<file path="config.mk">
export PLATFORM = sky130hd
export DESIGN_NAME = ts4231_config_scheduler
export DESIGN_NICKNAME = d
export VERILOG_FILES = /design/src/rtl/ts4231_pkg.sv /design/src/rtl/ts4231_config_scheduler_rr_pick.sv /design/src/rtl/ts4231_config_scheduler.sv
export SDC_FILE = /design/constraint.sdc
export NUM_CORES = 1
export LEC_CHECK = 0
export ABC_AREA = 1
export CORE_ASPECT_RATIO = 0.6
export CORE_MARGIN = 2
export CORE_UTILIZATION = 30
export DETAILED_ROUTE_END_ITERATION = 10
export PLACE_DENSITY = 0.5
export SLEW_MARGIN = 10
export SYNTH_ARGS = -nofsm -noshare
export SYNTH_HDL_FRONTEND = slang
export SYNTH_HIERARCHICAL = 1
export SYNTH_SLANG_ARGS = --single-unit
</file>
<file path="constraint.sdc">
create_clock -name clk -period 5.5 [get_ports clk]
set_clock_uncertainty 0.15 [all_clocks]
set_input_delay 0.825 -clock clk [delete_from_list [all_inputs] [get_ports clk]]
set_output_delay 0.825 -clock clk [all_outputs]
set_load 0.02 [all_outputs]
</file>
<file path="src/rtl/ts4231_pkg.sv">
// Shared types and 96 MHz default timing constants for the TS4231 configuration scheduler.
package ts4231_pkg;

  typedef enum logic [2:0] {
    S_IDLE,
    S_SELECT,
    S_ARM,
    S_WAIT,
    S_GAP
  } sched_state_t;

  localparam int DEF_ARM_CYCLES      = 256;
  localparam int DEF_GAP_CYCLES      = 256;
  localparam int DEF_TIMEOUT_CYCLES  = 9_600_000;
  localparam int DEF_MAX_RETRY       = 3;
  localparam int DEF_WATCHDOG_CYCLES = 4_800_000;

endpackage

</file>
<file path="src/rtl/ts4231_config_scheduler_rr_pick.sv">
// Round-robin picker: lowest pending index strictly after last_idx, wrapping around.
module rr_pick #(
  parameter int N = 4
) (
  input  logic [N-1:0]         pending,
  input  logic [$clog2(N)-1:0] last_idx,
  output logic [$clog2(N)-1:0] idx,
  output logic                 valid
);

  localparam int IW = $clog2(N);

  logic [IW:0] cand;

  // Walk from the farthest candidate back to the nearest so the nearest pending one wins.
  always_comb begin
    idx   = '0;
    valid = 1'b0;
    cand  = '0;
    for (int k = N; k >= 1; k--) begin
      cand = {1'b0, last_idx} + (IW+1)'(k);
      if (cand >= (IW+1)'(N)) cand = cand - (IW+1)'(N);
      if (pending[cand[IW-1:0]]) begin
        idx   = cand[IW-1:0];
        valid = 1'b1;
      end
    end
  end

endmodule

</file>
<file path="src/rtl/ts4231_config_scheduler.sv">
// Shares one ts4231Configurator between N_SENSORS sensors: queues, grants round-robin, routes pins, retries.
// Optional envelope-silence watchdog re-queuing is enabled by defining TS4231_WATCHDOG_EN.
module ts4231_config_scheduler
  import ts4231_pkg::*;
#(
  parameter int N_SENSORS       = 4,
  parameter int ARM_CYCLES      = DEF_ARM_CYCLES,
  parameter int GAP_CYCLES      = DEF_GAP_CYCLES,
  parameter int TIMEOUT_CYCLES  = DEF_TIMEOUT_CYCLES,
  parameter int MAX_RETRY       = DEF_MAX_RETRY,
  parameter int WATCHDOG_CYCLES = DEF_WATCHDOG_CYCLES
) (
  input  logic                         clk,
  input  logic                         rst_n,
  input  logic                         start,
  input  logic [N_SENSORS-1:0]         s_d_in,
  input  logic [N_SENSORS-1:0]         s_e_in,
  output logic [N_SENSORS-1:0]         s_d_out,
  output logic [N_SENSORS-1:0]         s_d_oe,
  output logic [N_SENSORS-1:0]         s_e_out,
  output logic [N_SENSORS-1:0]         s_e_oe,
  output logic                         cfg_d_in,
  output logic                         cfg_e_in,
  input  logic                         cfg_d_out,
  input  logic                         cfg_d_oe,
  input  logic                         cfg_e_out,
  input  logic                         cfg_e_oe,
  output logic                         cfg_reconfigure,
  output logic [N_SENSORS-1:0]         configured,
  output logic [N_SENSORS-1:0]         fault,
  output logic                         busy,
  output logic [$clog2(N_SENSORS)-1:0] active_idx
);

  localparam int IW = $clog2(N_SENSORS);
  localparam int RW = $clog2(MAX_RETRY + 1);

  sched_state_t state, state_d;

  logic                 start_q, start_rise;
  logic [N_SENSORS-1:0] pending, pending_d, configured_d, fault_d, wd_expire;
  logic [RW-1:0]        retry [N_SENSORS];
  logic [RW-1:0]        retry_next;
  logic                 retry_inc, retry_clr;
  logic [IW-1:0]        last_idx, pick_idx;
  logic                 pick_valid;
  logic [31:0]          phase_cnt, timer;
  logic                 e_oe_seen, e_oe_q, requeue;
  logic                 done, timed_out;

  rr_pick #(.N(N_SENSORS)) u_pick (
    .pending  (pending),
    .last_idx (last_idx),
    .idx      (pick_idx),
    .valid    (pick_valid)
  );

  assign start_rise = start & ~start_q;
  assign busy       = (state != S_IDLE);
  assign done       = e_oe_seen & e_oe_q & ~cfg_e_oe;
  assign timed_out  = (timer == 32'(TIMEOUT_CYCLES));
  assign retry_next = retry[active_idx] + RW'(1);

  always_comb begin
    state_d = state;
    case (state)
      S_IDLE:   if (pending != '0) state_d = S_SELECT;
      S_SELECT: state_d = pick_valid ? S_ARM : S_IDLE;
      S_ARM:    if (phase_cnt == 32'(ARM_CYCLES - 1)) state_d = S_WAIT;
      S_WAIT:   if (done || timed_out) state_d = S_GAP;
      S_GAP:    if (phase_cnt == 32'(GAP_CYCLES - 1)) state_d = S_IDLE;
      default:  state_d = S_IDLE;
    endcase
  end

  // Completion beats timeout; a start seen during the grant keeps the active sensor queued.
  always_comb begin
    pending_d    = pending;
    configured_d = configured;
    fault_d      = fault;
    retry_inc    = 1'b0;
    retry_clr    = 1'b0;
    if (state == S_WAIT) begin
      if (done) begin
        configured_d[active_idx] = 1'b1;
        pending_d[active_idx]    = requeue;
        retry_clr                = 1'b1;
      end else if (timed_out) begin
        retry_inc = 1'b1;
        if (retry_next == RW'(MAX_RETRY)) begin
          fault_d[active_idx]   = 1'b1;
          pending_d[active_idx] = 1'b0;
        end
      end
    end
    if (start_rise) begin
      pending_d    = pending_d | ~fault_d;
      configured_d = configured_d & fault_d;
    end
    pending_d    = pending_d | wd_expire;
    configured_d = configured_d & ~wd_expire;
  end

  always_ff @(posedge clk) begin
    if (!rst_n) begin
      state           <= S_IDLE;
      start_q         <= 1'b0;
      pending         <= '0;
      configured      <= '0;
      fault           <= '0;
      last_idx        <= IW'(N_SENSORS - 1);
      active_idx      <= '0;
      phase_cnt       <= '0;
      timer           <= '0;
      e_oe_seen       <= 1'b0;
      e_oe_q          <= 1'b0;
      requeue         <= 1'b0;
      cfg_reconfigure <= 1'b0;
      for (int i = 0; i < N_SENSORS; i++) retry[i] <= '0;
    end else begin
      state           <= state_d;
      start_q         <= start;
      e_oe_q          <= cfg_e_oe;
      cfg_reconfigure <= (state_d == S_ARM);
      pending         <= pending_d;
      configured      <= configured_d;
      fault           <= fault_d;
      if (state_d != state) phase_cnt <= '0;
      else if (state == S_ARM || state == S_GAP) phase_cnt <= phase_cnt + 32'd1;
      if (retry_clr) retry[active_idx] <= '0;
      else if (retry_inc) retry[active_idx] <= retry_next;
      case (state)
        S_SELECT: begin
          if (pick_valid) active_idx <= pick_idx;
          timer     <= '0;
          e_oe_seen <= 1'b0;
          requeue   <= start_rise;
        end
        S_ARM, S_WAIT: begin
          if (!timed_out) timer <= timer + 32'd1;
          if (cfg_e_oe) e_oe_seen <= 1'b1;
          if (start_rise) requeue <= 1'b1;
        end
        S_GAP: if (state_d == S_IDLE) last_idx <= active_idx;
        default: ;
      endcase
    end
  end

  always_comb begin
    s_d_out  = '0;
    s_d_oe   = '0;
    s_e_out  = '0;
    s_e_oe   = '0;
    cfg_d_in = 1'b0;
    cfg_e_in = 1'b1;
    if (busy) begin
      cfg_d_in            = s_d_in[active_idx];
      cfg_e_in            = s_e_in[active_idx];
      s_d_out[active_idx] = cfg_d_out;
      s_d_oe[active_idx]  = cfg_d_oe;
      s_e_out[active_idx] = cfg_e_out;
      s_e_oe[active_idx]  = cfg_e_oe;
    end
  end

`ifdef TS4231_WATCHDOG_EN
  logic [N_SENSORS-1:0] e_sync1, e_sync2, e_sync3;
  logic [31:0]          wd_cnt [N_SENSORS];

  // A silent envelope on a configured, ungranted sensor means it lost its configuration.
  always_ff @(posedge clk) begin
    if (!rst_n) begin
      e_sync1 <= '0;
      e_sync2 <= '0;
      e_sync3 <= '0;
      for (int i = 0; i < N_SENSORS; i++) wd_cnt[i] <= '0;
    end else begin
      e_sync1 <= s_e_in;
      e_sync2 <= e_sync1;
      e_sync3 <= e_sync2;
      for (int i = 0; i < N_SENSORS; i++) begin
        if (wd_expire[i] || (e_sync3[i] && !e_sync2[i])) wd_cnt[i] <= '0;
        else if (configured[i] && !(busy && active_idx == IW'(i))) wd_cnt[i] <= wd_cnt[i] + 32'd1;
      end
    end
  end

  always_comb begin
    wd_expire = '0;
    for (int i = 0; i < N_SENSORS; i++) wd_expire[i] = (wd_cnt[i] == 32'(WATCHDOG_CYCLES));
  end
`else
  logic wd_unused;
  assign wd_unused = (WATCHDOG_CYCLES != 0);
  assign wd_expire = '0;
`endif

endmodule

</file>
==> impl_metrics.yaml, run 1 <==
run_status:
  status: "finished clean"
hold_path:
  hp-class: "flip-flop to flip-flop"
critical_path:
  crit_family: "buffers and inverters"
  cpMaxStageDelayCell: "clkdlybuf4s50_1"
  worstPathArrival_ns: 2.48
  critPathRequiredTime_ns: 4.53
  cp_slowest_stage_delay_ns: 0.63
  end_kind: "output port"
  path_buf_inv: 3
  cp_cell_sequence: "inv_1 > nor2_1 > inv_1 > nor2_1 > clkdlybuf4s50_1"
  worstSetupPathType: "flip-flop to output port"
  path_max_fanout: 6
  startpoint_type: "flip-flop"
logic_synthesis:
  synthesis.area_um2: 6280
  seq_area_frac_synth: 0.325
  netlist_instances: 989
  synth_top_flop_cell: "dfxtp_1"
  ys_async_sr_fraction: 0
  avgSynthCellArea_um2: 6.35
  syn_nets: 1008
  yosysWarnings: 6
  synth_edf_count: 8
  yosysUniqueCellTypes: 45
  ys_seq_elements: 98
finish:
  final_cell_mix: "nand2_1, nor2_1, inv_1"
  nFillCells: 2248
  seq_area_um2: 2040
  drive_gt1_frac: 0.0940
  multi_input_area_um2: 3560
  final_common_cell: "nand2_1"
  syn2layout_area_growth_pct: 16.0
  antenna_cells: 0
  fin_nets: 1046
pwr:
  leakage_uw: 0.00275
  peakVddDrop_mv: 0.186
  total_power_uw: 1860
  power_density_nw_per_um2: 256
global_routing:
  grt_max_degree: 36
  antenna_found_initial: 0
  grt.overflow.total: 0
  track_usage: 0.172
  grt_first_pass_wirelength_um: 29800
  grt_pass1_vias: 5638
timing:
  finalSetupTns_ns: 0
  final_hold_viol_count: 0
  fmax_ghz: 0.290
  finalSetupViolCount: 0
  slew_headroom: 0.305
  rsz0062_at_grt: "false"
  period_share: 0.628
  min_period_ns: 3.45
  drv_slew: 0
  worstMarginPinSlew_ns: 1.04
  whs_ns: 0.314
clock_network:
  cts_root_buf: "clkbuf_16"
  path_clk_slew_ns: 0.07
  cts_sinks: 98
  cts_hold_buffers: 0
  cts_setup_buffers: 0
  h-tree-depth: 3
  clock_path_buffers: 2
  clock_latency_ns: 0.37
  cts_tree: "built"
  cts_resized: 0
  numCtsBuffers: 9
floorplanning:
  dieArea_um2: 22200
  die_y_um: 116
  core.rowCount: 40
  io_pins: 45
  core_um2: 20300
  start_util: 0.310
  die-width_um: 191
routing:
  vias_per_cell: 4.61
  vias: 6019
  drc_errors: 0
  drt_iter0_drc: 410
  wl_per_cell_um: 13.7
  drt-total-wl_um: 17900
  drt_pass1_iterations: 5
  drtAntennaViolNets: 0
place:
  port-buffer-count: 44
  gp_congestion: 0.874
  hpwl_um: 13700
run:
  max_cap_violations: 0
==> power breakdown <==
group	total, uW	internal (uW)	leakage [uW]	switching, uW
clock network	755	449	0.000171	306
registers	756	737	0.000806	18.7
logic	351	97.1	0.00177	254
==> cell usage after synthesis (3+ instances only) <==
cell,instances,share of area
xnor2_1,6,0.0084
a21oi_1,54,0.043
nand2_1,285,0.17
buf_6,8,0.014
nand3_1,76,0.061
nand2_2,16,0.016
o21ai_0,18,0.014
inv_2,6,0.0036
ha_1,4,0.0080
clkbuf_1,8,0.0048
nor2_4,4,0.0072
nor2_2,8,0.0080
edfxtp_1,8,0.038
inv_1,131,0.078
nor3_1,23,0.018
nand4_1,14,0.014
buf_4,3,0.0036
nor2_1,149,0.089
o21ai_2,3,0.0042
dfxtp_1,90,0.29
o22ai_1,3,0.0030
nor3_2,31,0.049
xor2_1,13,0.018
==> logic make-up (layout without fill, tap and decap cells) <==
family                   after synthesis  count (layout)  synth area share
flip-flops                            98              98             0.325
XOR/XNOR                              19              19            0.0265
multiplexers                           1               1           0.00159
AO/OA/AOI/OAI                         87              87            0.0773
buffers and inverters                159             202             0.108
adder cells (fa/ha/maj)                4               4           0.00797
AND/OR/NAND/NOR                      621             621             0.454
==> metal layers <==
metal | wire (um) | vias to the layer above | global-route usage
li1 | - | 3196 | -
met1 | 10400 | 2668 | 0.281
met2 | 6350 | 145 | 0.221
met3 | 983 | 10 | 0.0361
met4 | 160 | 0 | 0.0403
met5 | 0 | - | 0
==> sequential cells by signal, summed over array words and instances, names as in the netlist, 3 cells and up, named ones only <==
signal,flops
state,3
fault,4
configured,4
pending,4
phase_cnt,32
retry,8
timer,32
==> worst min-delay path: cells and delay by family (launching register included) <==
kind | cells | cell delay, ns
flops | 1 | 0.33
simple gates | 1 | 0.05
compound gates | 1 | 0.06
==> cell type report <==
type | instances | share of cell area
clock buffers | 9 | 0.0309
clock inverters | 7 | 0.0167
inverters | 139 | 0.0726
multi-input cells | 732 | 0.489
flip-flops and latches | 98 | 0.280
well taps | 273 | 0.0469
repair buffers | 47 | 0.0635
==> through the flow <==
stage | cell area (um^2) | cells | utilization | setup slack, ns
3_3_place_gp | 6940 | 1289 | 0.342 | 2.21
6_report | 7290 | 1305 | 0.360 | 2.05
4_1_cts | 7290 | 1305 | 0.360 | 2.02
5_1_grt | 7290 | 1305 | 0.360 | 1.90
2_1_floorplan | 6280 | 989 | - | 3.21
3_5_place_dp | 6940 | 1289 | 0.342 | 2.17
==> path summary, 6_finish.rpt <==
check	startpoint	to	slack [ns]	cells past startpoint
max	active_idx[0]	s_d_out[1]	2.05	5
min	e_oe_seen	e_oe_seen	0.31	2
max reg2reg	timer[17]	phase_cnt[0]	2.89	9
min reg2reg	e_oe_seen	e_oe_seen	0.31	2
Note: power is estimated with default switching activity, not from simulation.
==> inputs of run 2 (changes only) <==
Settings changed: PLACE_DENSITY 0.5 to 0.52.
Clock period 5.5 ns to 3.1 ns, I/O delays scaled along.
==> run 2 against run 1 <==
- clock power is 46% higher
- combinational power up 88%
- wire length increased by 0.76%
- first-iteration DRC count rose by 28%
- worst setup slack lost 1.8 ns
- sequential share of layout area shrank 0.067 points
- worst hold slack improved by 0.015 ns
- clock-buffer cell count is the same
- non-clock buffer count grew 8
- utilization increased by 0.086 points
- critical endpoint is now s_d_oe[1]
- largest power group unchanged
==> impl_metrics.yaml, run 2 (synthesis gave the netlist of run 1 again) <==
timing:
  finalSetupTns_ns: 0
  fmax_ghz: 0.353
  worstMarginPinSlew_ns: 0.835
  slew_headroom: 0.439
  finalSetupViolCount: 0
  min_period_ns: 2.83
  drv_slew: 0
  period_share: 0.914
  final_hold_viol_count: 0
  rsz0062_at_grt: "false"
  whs_ns: 0.329
finish:
  drive_gt1_frac: 0.101
  final_common_cell: "nand2_1"
  multi_input_area_um2: 3560
  final_cell_mix: "nand2_1, nor2_1, inv_1"
  reg_top3: "phase_cnt (32), timer (32), retry (8)"
  seq_area_um2: 2040
  nFillCells: 2232
  fin_nets: 1054
  syn2layout_area_growth_pct: 16.2
  antenna_cells: 0
  final_cells: 1313
clock_network:
  cts_setup_buffers: 0
  path_clk_slew_ns: 0.07
  numCtsBuffers: 9
  cts_resized: 0
  cts_hold_buffers: 0
  clock_path_buffers: 2
  clock_latency_ns: 0.37
  h-tree-depth: 3
  cts_sinks: 98
  cts_tree: "built"
  cts_root_buf: "clkbuf_16"
floorplanning:
  io_pins: 45
  start_util: 0.310
  core_um2: 20300
  core.rowCount: 40
  die_y_um: 116
  dieArea_um2: 22200
  die-width_um: 191
global_routing:
  grt_first_pass_wirelength_um: 29100
  grt.overflow.total: 0
  antenna_found_initial: 0
  track_usage: 0.170
  grt_max_degree: 24
  grt_pass1_vias: 5322
pwr:
  peakVddDrop_mv: 0.282
  total_power_uw: 3100
  leakage_uw: 0.00276
  power_density_nw_per_um2: 424
critical_path:
  path_max_fanout: 6
  cp_cell_sequence: "inv_1 > nor2_1 > inv_1 > nor2_1 > clkdlybuf4s50_1"
  end_kind: "output port"
  startpoint_type: "flip-flop"
  cp_slowest_stage_delay_ns: 0.61
  worstSetupPathType: "flip-flop to output port"
  crit_family: "buffers and inverters"
  critPathRequiredTime_ns: 2.48
  cpMaxStageDelayCell: "clkdlybuf4s50_1"
  path_buf_inv: 3
  worstPathArrival_ns: 2.22
routing:
  wl_per_cell_um: 13.7
  drc_errors: 0
  vias_per_cell: 4.63
  drt-total-wl_um: 18000
  drtAntennaViolNets: 0
  drt_pass1_iterations: 5
  vias: 6080
  drt_iter0_drc: 526
run:
  max_cap_violations: 0
place:
  hpwl_um: 13900
  port-buffer-count: 44
  post-place-cells: 1297
  gp_congestion: 0.844
hold_path:
  hp-class: "flip-flop to flip-flop"
run_status:
  status: "finished clean"
run 2: cell count changes in the layout (fill, tap and decap cells not counted), moves of 2 or more:
cell	change
inv_6	-2
clkinvlp_4	+2
buf_12	+2
buf_4	+6
bufinv_16	-3
run 2: per-stage QoR:
step / setup WS [ns] / instance area [um^2] / util
after floorplan: 1.18 / 6280 / -
after global placement: 0.522 / 7030 / 0.347
after detailed placement: 0.517 / 7030 / 0.347
after CTS: 0.236 / 7300 / 0.360
after global routing: 0.104 / 7300 / 0.360
final: 0.267 / 7300 / 0.360
run 2: worst paths after layout:
| path | startpoint | cells past startpoint | to | slack (ns) |
|---|---|---|---|---|
| worst max-delay path | active_idx[0] | 5 | s_d_oe[1] | 0.27 |
| worst min-delay path | e_oe_seen | 2 | e_oe_seen | 0.33 |
| worst max register to register | phase_cnt[1] | 11 | phase_cnt[24] | 0.58 |
| worst min register to register | e_oe_seen | 2 | e_oe_seen | 0.33 |
run 2: final cells by class:
type / instances / area share
Timing Repair Buffer: 55 / 0.0750
Inverter: 139 / 0.0725
Sequential cell: 98 / 0.280
Clock buffer: 9 / 0.0308
Clock inverter: 7 / 0.00737
Multi-Input combinational cell: 732 / 0.488
Tap cell: 273 / 0.0468
run 2: tightest hold or removal path: cells and delay by family (launching register included):
| kind | cells | cell delay, ns |
|---|---|---|
| AO/OA/AOI/OAI | 1 | 0.06 |
| flip-flops | 1 | 0.34 |
| AND/OR/NAND/NOR | 1 | 0.05 |
run 2: where the power goes:
| part | switching [uW] | leakage [uW] | internal [uW] |
|---|---|---|---|
| clock | 546 | 0.000134 | 552 |
| combinational | 456 | 0.00182 | 204 |
| sequential | 33.1 | 0.000806 | 1310 |
| total | 1030 | 0.00276 | 2060 |
run 2: metal layers:
metal	GRT usage	up-vias	wire length [um]
met2	0.204	151	6150
met3	0.0370	9	1110
met4	0.0419	0	164
met5	0	-	0
li1	-	3206	-
met1	0.285	2714	10600
==> inputs of run 3 (changes only) <==
Settings changed: CORE_ASPECT_RATIO 0.6 to 1.1.
==> run 3 against run 2 <==
- global-route usage shrank 1.2 points
- worst hold slack worse by 0.015 ns
- clock power is essentially flat
- clock-buffer cell count up 3
- via count shrank 1.1%
- sequential share of layout area rose by 0.18 points
- wire length decreased by 8.0%
- critical path type unchanged
- largest power group unchanged
- highest routed layer unchanged
==> impl_metrics.yaml, run 3 (synthesis gave the netlist of run 1 again) <==
routing:
  drc_errors: 0
  vias: 6011
  wl_per_cell_um: 12.8
  drt_iter0_drc: 307
  drt_pass1_iterations: 5
  drtAntennaViolNets: 0
  drt-total-wl_um: 16600
  vias_per_cell: 4.65
global_routing:
  grt.overflow.total: 0
  grt_first_pass_wirelength_um: 28200
  grt_max_degree: 36
  track_usage: 0.158
  antenna_found_initial: 0
  grt_pass1_vias: 5884
clock_network:
  cts_tree: "built"
  path_clk_slew_ns: 0.07
  cts_hold_buffers: 0
  cts_root_buf: "clkbuf_16"
  clock_path_buffers: 2
  numCtsBuffers: 9
  cts_resized: 0
  cts_setup_buffers: 0
  cts_sinks: 98
  h-tree-depth: 3
  clock_latency_ns: 0.35
run:
  max_cap_violations: 0
finish:
  reg_top3: "phase_cnt (32), timer (32), retry (8)"
  final_common_cell: "nand2_1"
  drive_gt1_frac: 0.0965
  syn2layout_area_growth_pct: 15.5
  final_area_um2: 7260
  final_util: 0.353
  antenna_cells: 0
  fin_nets: 1050
  final_cell_mix: "nand2_1, nor2_1, inv_1"
pwr:
  leakage_uw: 0.00274
  total_power_uw: 3080
  power_density_nw_per_um2: 424
  peakVddDrop_mv: 0.342
timing:
  whs_ns: 0.315
  period_share: 0.885
  finalSetupTns_ns: 0
  slew_headroom: 0.633
  min_period_ns: 2.74
  fmax_ghz: 0.365
  final_hold_viol_count: 0
  worstMarginPinSlew_ns: 0.547
  drv_slew: 0
  rsz0062_at_grt: "false"
  finalSetupViolCount: 0
place:
  port-buffer-count: 44
  gp_congestion: 0.883
  hpwl_um: 12700
  dpl_cell_area_um2: 6970
critical_path:
  worstPathArrival_ns: 2.13
  end_kind: "output port"
  cp_slowest_stage_delay_ns: 0.61
  critPathRequiredTime_ns: 2.48
  crit_family: "buffers and inverters"
  cpMaxStageDelayCell: "clkdlybuf4s50_1"
  worstSetupPathType: "flip-flop to output port"
  timing.critical_path.mode_cell: "nor2_1"
  path_buf_inv: 4
  cp_cell_sequence: "nor2_1 > inv_1 > nor2_1 > buf_4 > inv_1 > nand2_1 > nor2_1 > clkdlybuf4s50_1"
  startpoint_type: "flip-flop"
  path_max_fanout: 5
hold_path:
  hp-class: "flip-flop to flip-flop"
floorplanning:
  die_y_um: 156
  start_util: 0.305
  core_um2: 20600
  die-width_um: 142
  core.rowCount: 55
  io_pins: 45
  dieArea_um2: 22100
run_status:
  status: "finished clean"
run 3: changes by cell type in the layout (fill, tap and decap cells not counted):
| cell | change |
|---|---|
| clkbuf_1 | +1 |
| clkinvlp_4 | +1 |
| inv_6 | -1 |
| buf_4 | -4 |
| inv_8 | -1 |
| clkbuf_8 | +2 |
| clkinv_2 | -1 |
| clkinv_4 | -1 |
run 3: layer usage:
layer | routed length, um | vias to the layer above | track usage
met2 | 7790 | 60 | 0.268
met4 | 365 | 0 | 0.0538
met3 | 448 | 23 | 0.0276
met1 | 7960 | 2728 | 0.202
li1 | - | 3200 | -
met5 | 0 | - | 0
run 3: power breakdown:
group / leakage [uW] / internal [uW] / switching, uW
Sequential: 0.000806 / 1310 / 33.2
Clock: 0.000131 / 588 / 505
Combinational: 0.00180 / 201 / 440
run 3: final cells by class:
cell class / instances / area [um^2]
repair buffers: 51 / 518
multi-input cells: 732 / 3560
clock inverters: 4 / 27.5
clock buffers: 12 / 256
flip-flops and latches: 98 / 2040
well taps: 256 / 320
inverters: 139 / 529
fillers: 2266 / 13300
run 3: final timing paths:
path,slack (ns),startpoint,cells past startpoint,end
worst max-delay path,0.36,state[1],8,s_d_out[0]
worst min-delay path,0.31,e_oe_seen,2,e_oe_seen
worst max register to register,0.80,timer[0],14,timer[18]
worst min register to register,0.31,e_oe_seen,2,e_oe_seen
run 3: worst reg2reg max path, delay by kind of cell, from the launching register on:
kind,cells,cell delay (ns)
adders and majority gates,1,0.22
DFF,1,0.47
buffers and inverters,3,0.43
AOI/OAI and AO/OA,1,0.15
and+or+nand+nor,9,0.82
run 3: stage by stage:
stage,worst slack (ns),instances
after floorplan,1.18,989
after global placement,0.656,1276
after detailed placement,0.654,1276
after CTS,0.337,1292
after global routing,0.131,1292
final,0.358,1292
